### config.mk
export PLATFORM = sky130hd
export DESIGN_NAME = fiber_pattern_gen
export DESIGN_NICKNAME = d
export VERILOG_FILES = /design/src/rtl/fiber_pattern_gen.sv
export SDC_FILE = /design/constraint.sdc
export NUM_CORES = 1
export LEC_CHECK = 0
export ABC_AREA = 1
export ABC_CLOCK_PERIOD_IN_PS = 2000
export CORE_AREA = 2 2 120 122
export CTS_CLUSTER_DIAMETER = 50
export DETAILED_ROUTE_END_ITERATION = 16
export DIE_AREA = 0 0 122 124
export DONT_BUFFER_PORTS = 1
export PLACE_DENSITY = 0.72
export SYNTH_ARGS = -nofsm -noshare
export SYNTH_HDL_FRONTEND = slang
export SYNTH_SLANG_ARGS = --single-unit
### constraint.sdc
create_clock -name clk -period 2 [get_ports clk]
set_input_delay 0.2 -clock clk [delete_from_list [all_inputs] [get_ports clk]]
set_output_delay 0.2 -clock clk [all_outputs]
set_load 0.02 [all_outputs]
### src/rtl/fiber_pattern_gen.sv
// fiber_pattern_gen: transmit-side 16-bit test-pattern source for the optical link.
// Emits counter / walking-one / PRBS15 / fixed words, optionally in bursts
// separated by idle gaps, with single-word bit0 error injection for checker self-test.
module fiber_pattern_gen #(
  parameter int DATA_W = 16,
  parameter int GAP_W  = 8
) (
  input  logic              clk,
  input  logic              rst,
  input  logic              enable,
  input  logic [1:0]        mode,
  input  logic [DATA_W-1:0] seed,
  input  logic [15:0]       burst_len,
  input  logic [GAP_W-1:0]  gap_len,
  input  logic              inject_err,
  output logic [DATA_W-1:0] data_out,
  output logic              data_valid,
  output logic              busy,
  output logic [31:0]       words_sent,
  output logic [15:0]       err_injected
);

  typedef enum logic [1:0] {
    ST_IDLE = 2'd0,
    ST_LOAD = 2'd1,
    ST_RUN  = 2'd2,
    ST_GAP  = 2'd3
  } state_t;

  localparam logic [1:0]       MODE_CNT   = 2'd0;
  localparam logic [1:0]       MODE_WALK  = 2'd1;
  localparam logic [1:0]       MODE_PRBS  = 2'd2;
  localparam logic [1:0]       MODE_FIXED = 2'd3;
  localparam logic [GAP_W-1:0] GAP_ONE    = GAP_W'(1);

  // Generator start value; walking-one and PRBS must never start from all-zero
  // or they would lock up.
  function automatic logic [DATA_W-1:0] gen_load(input logic [1:0] m, input logic [DATA_W-1:0] s);
    logic [DATA_W-1:0] r;
    case (m)
      MODE_CNT:   r = s;
      MODE_WALK:  r = (s == 16'h0000) ? 16'h0001 : s;
      MODE_PRBS:  r = (s[14:0] == 15'h0000) ? 16'h0001 : {1'b0, s[14:0]};
      MODE_FIXED: r = s;
      default:    r = s;
    endcase
    return r;
  endfunction

  // Generator step for one transmitted word.
  function automatic logic [DATA_W-1:0] gen_advance(input logic [1:0] m, input logic [DATA_W-1:0] g);
    logic [DATA_W-1:0] r;
    case (m)
      MODE_CNT:   r = g + 16'h0001;
      MODE_WALK:  r = {g[14:0], g[15]};
      MODE_PRBS:  r = {1'b0, g[13:0], g[14] ^ g[13]};
      MODE_FIXED: r = g;
      default:    r = g;
    endcase
    return r;
  endfunction

  state_t            state_q, state_d;
  logic [1:0]        mode_q, mode_d;
  logic [15:0]       burst_len_q, burst_len_d;
  logic [GAP_W-1:0]  gap_len_q, gap_len_d;
  logic [DATA_W-1:0] gen_q, gen_d;
  logic [15:0]       burst_cnt_q, burst_cnt_d;
  logic [GAP_W-1:0]  gap_cnt_q, gap_cnt_d;
  logic              pending_q, pending_d;
  logic [DATA_W-1:0] data_out_q, data_out_d;
  logic              data_valid_q, data_valid_d;
  logic              busy_q, busy_d;
  logic [31:0]       words_sent_q, words_sent_d;
  logic [15:0]       err_injected_q, err_injected_d;
  logic              consume_s;
  logic [15:0]       burst_cnt_inc_s;
  logic [GAP_W-1:0]  gap_cnt_inc_s;

  assign burst_cnt_inc_s = burst_cnt_q + 16'h0001;
  assign gap_cnt_inc_s   = gap_cnt_q + GAP_ONE;

  // Next-state, datapath and output computation for the IDLE/LOAD/RUN/GAP sequencer.
  always_comb begin
    state_d        = state_q;
    mode_d         = mode_q;
    burst_len_d    = burst_len_q;
    gap_len_d      = gap_len_q;
    gen_d          = gen_q;
    burst_cnt_d    = burst_cnt_q;
    gap_cnt_d      = gap_cnt_q;
    data_out_d     = data_out_q;
    data_valid_d   = 1'b0;
    words_sent_d   = words_sent_q;
    err_injected_d = err_injected_q;
    consume_s      = 1'b0;

    case (state_q)
      ST_IDLE: begin
        if (enable) begin
          state_d = ST_LOAD;
        end else begin
          state_d = ST_IDLE;
        end
      end

      ST_LOAD: begin
        mode_d      = mode;
        burst_len_d = burst_len;
        gap_len_d   = gap_len;
        gen_d       = gen_load(mode, seed);
        burst_cnt_d = 16'h0000;
        gap_cnt_d   = {GAP_W{1'b0}};
        state_d     = ST_RUN;
      end

      ST_RUN: begin
        // Injection flips bit0 of the outgoing word only; gen keeps its true sequence.
        consume_s    = pending_q;
        data_out_d   = gen_q ^ {{(DATA_W-1){1'b0}}, pending_q};
        data_valid_d = 1'b1;
        gen_d        = gen_advance(mode_q, gen_q);
        words_sent_d = words_sent_q + 32'd1;
        burst_cnt_d  = burst_cnt_inc_s;
        gap_cnt_d    = {GAP_W{1'b0}};
        if (pending_q && (err_injected_q != 16'hFFFF)) begin
          err_injected_d = err_injected_q + 16'h0001;
        end else begin
          err_injected_d = err_injected_q;
        end
        if (!enable) begin
          state_d = ST_IDLE;
        end else if ((burst_len_q != 16'h0000) && (burst_cnt_inc_s == burst_len_q)) begin
          burst_cnt_d = 16'h0000;
          if (gap_len_q != {GAP_W{1'b0}}) begin
            state_d = ST_GAP;
          end else begin
            state_d = ST_RUN;
          end
        end else begin
          state_d = ST_RUN;
        end
      end

      ST_GAP: begin
        if (gap_cnt_inc_s == gap_len_q) begin
          gap_cnt_d = {GAP_W{1'b0}};
          if (enable) begin
            state_d = ST_RUN;
          end else begin
            state_d = ST_IDLE;
          end
        end else begin
          gap_cnt_d = gap_cnt_inc_s;
          state_d   = ST_GAP;
        end
      end

      default: begin
        state_d = ST_IDLE;
      end
    endcase

    // A new pulse always re-arms, even on the edge that consumes the old flag.
    pending_d = inject_err | (pending_q & ~consume_s);
    busy_d    = (state_d != ST_IDLE);
  end

  // State and output registers with synchronous active-high reset.
  always_ff @(posedge clk) begin
    if (rst) begin
      state_q        <= ST_IDLE;
      mode_q         <= 2'd0;
      burst_len_q    <= 16'h0000;
      gap_len_q      <= {GAP_W{1'b0}};
      gen_q          <= {DATA_W{1'b0}};
      burst_cnt_q    <= 16'h0000;
      gap_cnt_q      <= {GAP_W{1'b0}};
      pending_q      <= 1'b0;
      data_out_q     <= {DATA_W{1'b0}};
      data_valid_q   <= 1'b0;
      busy_q         <= 1'b0;
      words_sent_q   <= 32'd0;
      err_injected_q <= 16'h0000;
    end else begin
      state_q        <= state_d;
      mode_q         <= mode_d;
      burst_len_q    <= burst_len_d;
      gap_len_q      <= gap_len_d;
      gen_q          <= gen_d;
      burst_cnt_q    <= burst_cnt_d;
      gap_cnt_q      <= gap_cnt_d;
      pending_q      <= pending_d;
      data_out_q     <= data_out_d;
      data_valid_q   <= data_valid_d;
      busy_q         <= busy_d;
      words_sent_q   <= words_sent_d;
      err_injected_q <= err_injected_d;
    end
  end

  assign data_out     = data_out_q;
  assign data_valid   = data_valid_q;
  assign busy         = busy_q;
  assign words_sent   = words_sent_q;
  assign err_injected = err_injected_q;

endmodule
==> summary.txt <==
Outcome
  • Outcome: finished, violations left
  • Failing checks: negative hold slack, negative setup slack

Flow run
  • Max Cap Viol: 0

Clocking
  • Clock Sink Count: 135
  • CTS hold repair buffers: 36
  • CTS root buffer: clkbuf_16
  • CTS tree: done
  • Clock Latency Late Sink: 0.42 ns
  • H-tree depth: 4
  • Clock transition at path regs: 0.06 ns
  • CTS buffer count: 17
  • CTS Buffer Depth: 2

Setup path
  • Startpoint types: flip-flop
  • R2R setup slack: -0.03 ns
  • Worst r2r dst: burst_cnt_q[5]$_SDFFE_PP0P_
  • Register-to-Register Path Depth: 13
  • Crit path kind: flip-flop to flip-flop
  • Peak fanout along the critical path: 8
  • Crit path top cell by count: nand2_1
  • Worst endpoint data arrival time: 2.34 ns
  • Endpoint type of the worst setup path: flip-flop
  • Slowest Stage Delay on Critical Path: 0.35 ns
  • CP cell instances: ha_4 -> nand2_4 -> nor2_4 -> nand4_1 -> nand2_1 -> nand2_1 -> nand2_1 -> nand2_2 -> nor3_4 -> nand3_4 -> buf_6 -> nand2_1 -> a21oi_1
  • Reg2reg start: burst_cnt_q[1]$_SDFFE_PP0P_
  • CP max-delay cell: dfxtp_2
  • Worst EP required: 2.31 ns

Cells and area
  • Final instance area: 9630 um^2
  • Multi-input logic area: 4350 um^2
  • Layout area overhead: 28.7%
  • Filler cell count in the final layout: 1181
  • Diodes inserted: 0
  • Layout Nets: 1304
  • Share of cells above drive strength 1: 19.6%
  • FF+latch area: 2720 um^2
  • Core Util, Final: 70.2%

Synthesis
  • Async SR Flop Fraction: 0%
  • Flops & latches, synth: 135
  • Post-synthesis adder-cell area fraction: 2.68%
  • Post-synthesis cell area: 7480 um^2
  • Sequential area share after synthesis: 36.1%
  • Most frequent cell after synthesis: nand2_1
  • Post-Syn Area per Cell: 6.74 um^2
  • EDFF count, synth: 0
  • Synth top area share: 36.1%
  • Largest area contributor in the netlist: dfxtp_1
  • Main synth FF type: dfxtp_1
  • Syn_nets: 1171
  • Synthesized instance count: 1109
  • Post-synth cell types: 45
  • Top cells by count, synth: 223 x nand2_1, 135 x dfxtp_1, 128 x inv_1, 123 x nor2_1, 116 x a21oi_1
  • Post-synthesis compound-gate area fraction: 17.5%
  • XOR/XNOR Fraction of Synth Area: 4.05%
  • Simple logic cell fraction of the synthesized area: 31.0%
  • Mux cell area share after synthesis: 0%
  • Largest cells by area after synthesis: dfxtp_1 36%, nand2_1 11%, a21oi_1 7.8%, inv_1 6.4%, nor2_1 6.2%
  • Synth Warn #: 0
  • Largest family of logic cells by synthesized area: simple AND/OR/NAND/NOR gates

Routing
  • Drt drc: 0
  • First-pass DRT Iterations: 5
  • Post-Route WL: 20900 um
  • Vias post-DR: 7733
  • Initial drt markers: 586
  • Post-DR vias/cell: 5.39
  • Drt wl/cell: 14.6 um
  • Final antenna-violating net count: 0

STA
  • Final hold violation count: 58
  • WHS: -0.165 ns
  • Worst-margin pin slew: 0.548 ns
  • Final min period: 2.03 ns
  • Setup Viol. Count Final: 14
  • Rel. slew slack: 63.1%
  • Fin worst setup slack: -0.0252 ns
  • RSZ-0062 raised after global routing: true
  • Skew final: 0.00673 ns
  • Max Clk Rate: 494 MHz
  • Setup tns final: -0.177 ns
  • Final worst path period share: 101%
  • Max-slew violation count: 0

Floorplan
  • Area of the core: 13700 um^2
  • FP Rows: 43
  • Initial core utilization: 54.5%
  • Die X: 122 um
  • Num ports: 112
  • Die H: 124 um
  • DIE AREA: 15100 um^2

GRT
  • GRT overflow: 0
  • Largest net degree at the start of global routing: 67
  • Vias in the first global route: 7386
  • Total Routing Usage GR: 28.0%
  • First-pass GRT wire length: 33900 um
  • Initial antenna violation count: 0

Power and ir drop
  • Leakage Power: 0.00390 uW
  • Maximum vdd drop: 0.573 mV
  • Overall Power: 7940 uW
  • PD cells: 825 nW/um^2

Placement
  • DP Worst Slack: -0.108 ns
  • Routability cong.: 0.916
  • HPWL after DPL: 14300 um
  • Area after detailed placement: 8380 um^2
  • Buffers on Ports: 0

Min path
  • Hold Crit Class: input pin to flip-flop
  • Worst Hold End: burst_cnt_q[14]$_SDFFE_PP0P_
  • Worst Hold Launch: rst
  • Hold path depth: 1
per-layer routing:
layer	vias up	track usage, %	routed length, um
li1	3930	-	-
met4	0	9.77	449
met5	-	0	0
met2	261	47.8	10100
met3	42	6.41	1340
met1	3500	34.9	9100
metrics by stage:
step	hold slack [ns]	cells
after floorplan	0.317	1109
after global placement	0.270	1361
after detailed placement	0.272	1361
after CTS	-0.173	1434
after global routing	-0.181	1435
final	-0.165	1435
state kept, by name (all words and copies together), names as in the netlist, 2 cells and up:
name and flops:
words_sent 32, burst_cnt_q 16, burst_len_q 16, data_out 16, err_injected 16, gen_q 16, gap_cnt_q 8, gap_len_q 8
mode_q 2, state_q 2
what timing repair did:
item / CTS / global route
endpoints found under the setup margin: 20 / 46
setup buffers: 4 / 2
cloned: 1 / 0
endpoints found under the hold margin: 92 / 58
gates resized for setup: 18 / 54
pin swaps: 9 / 23
cell families (layout without fill, tap and decap cells):
family / count (synthesis) / in the layout
AO/OA/AOI/OAI: 240 / 240
buffers and inverters: 169 / 314
XOR/XNOR: 33 / 33
adder cells (fa/ha/maj): 16 / 16
flip-flops: 135 / 135
AND/OR/NAND/NOR: 516 / 517
placed cells by master (no fill, tap or decap), types with 7 or more instances in the layout:
master	count
nand2_1	214
nand3_1	63
dfxtp_2	11
dlygate4sd3_1	35
nand2_2	20
inv_1	124
nor4_1	13
nor2_1	112
a21oi_2	11
clkbuf_16	17
nor3_1	25
nand4_1	19
nand3_2	7
o21ai_0	87
xor2_1	21
nor2_2	11
buf_4	111
xnor2_1	10
a21oi_1	115
nor2_4	10
dfxtp_1	122
ha_1	12
power breakdown:
| part | switching (uW) | internal [uW] |
|---|---|---|
| clock network | 1250 | 1880 |
| registers | 286 | 2930 |
| logic | 991 | 606 |
| total | 2520 | 5420 |
worst max path at each step:
stage | cells past startpoint | endpoint | startpoint
after CTS | 13 | burst_cnt_q[5]$_SDFFE_PP0P_ | burst_cnt_q[1]$_SDFFE_PP0P_
after global routing | 13 | burst_cnt_q[2]$_SDFFE_PP0P_ | burst_cnt_q[1]$_SDFFE_PP0P_
after detailed placement | 13 | words_sent[23]$_SDFFE_PP0P_ | state_q[0]$_SDFF_PP0_
after floorplan | 15 | burst_cnt_q[10]$_SDFFE_PP0P_ | burst_cnt_q[0]$_SDFFE_PP0P_
after global placement | 13 | words_sent[23]$_SDFFE_PP0P_ | state_q[0]$_SDFF_PP0_
final | 13 | burst_cnt_q[5]$_SDFFE_PP0P_ | burst_cnt_q[1]$_SDFFE_PP0P_
worst max-delay path: cells and delay by family (launching register included):
family                     cells  cell delay, ns
and+or+nand+nor               10            1.21
DFF                            1            0.35
adders and majority gates      1            0.16
buffers and inverters          1            0.16
AOI/OAI and AO/OA              1            0.06
cell type report:
type,count,share of cell area [%]
Clock buffer,19,4.60
Clock inverter,13,1.51
Inverter,130,5.07
Multi-Input combinational cell,806,45.2
Sequential cell,135,28.3
Tap cell,180,2.34
Timing Repair Buffer,152,13.0
Power figures use the tool's default switching activity.
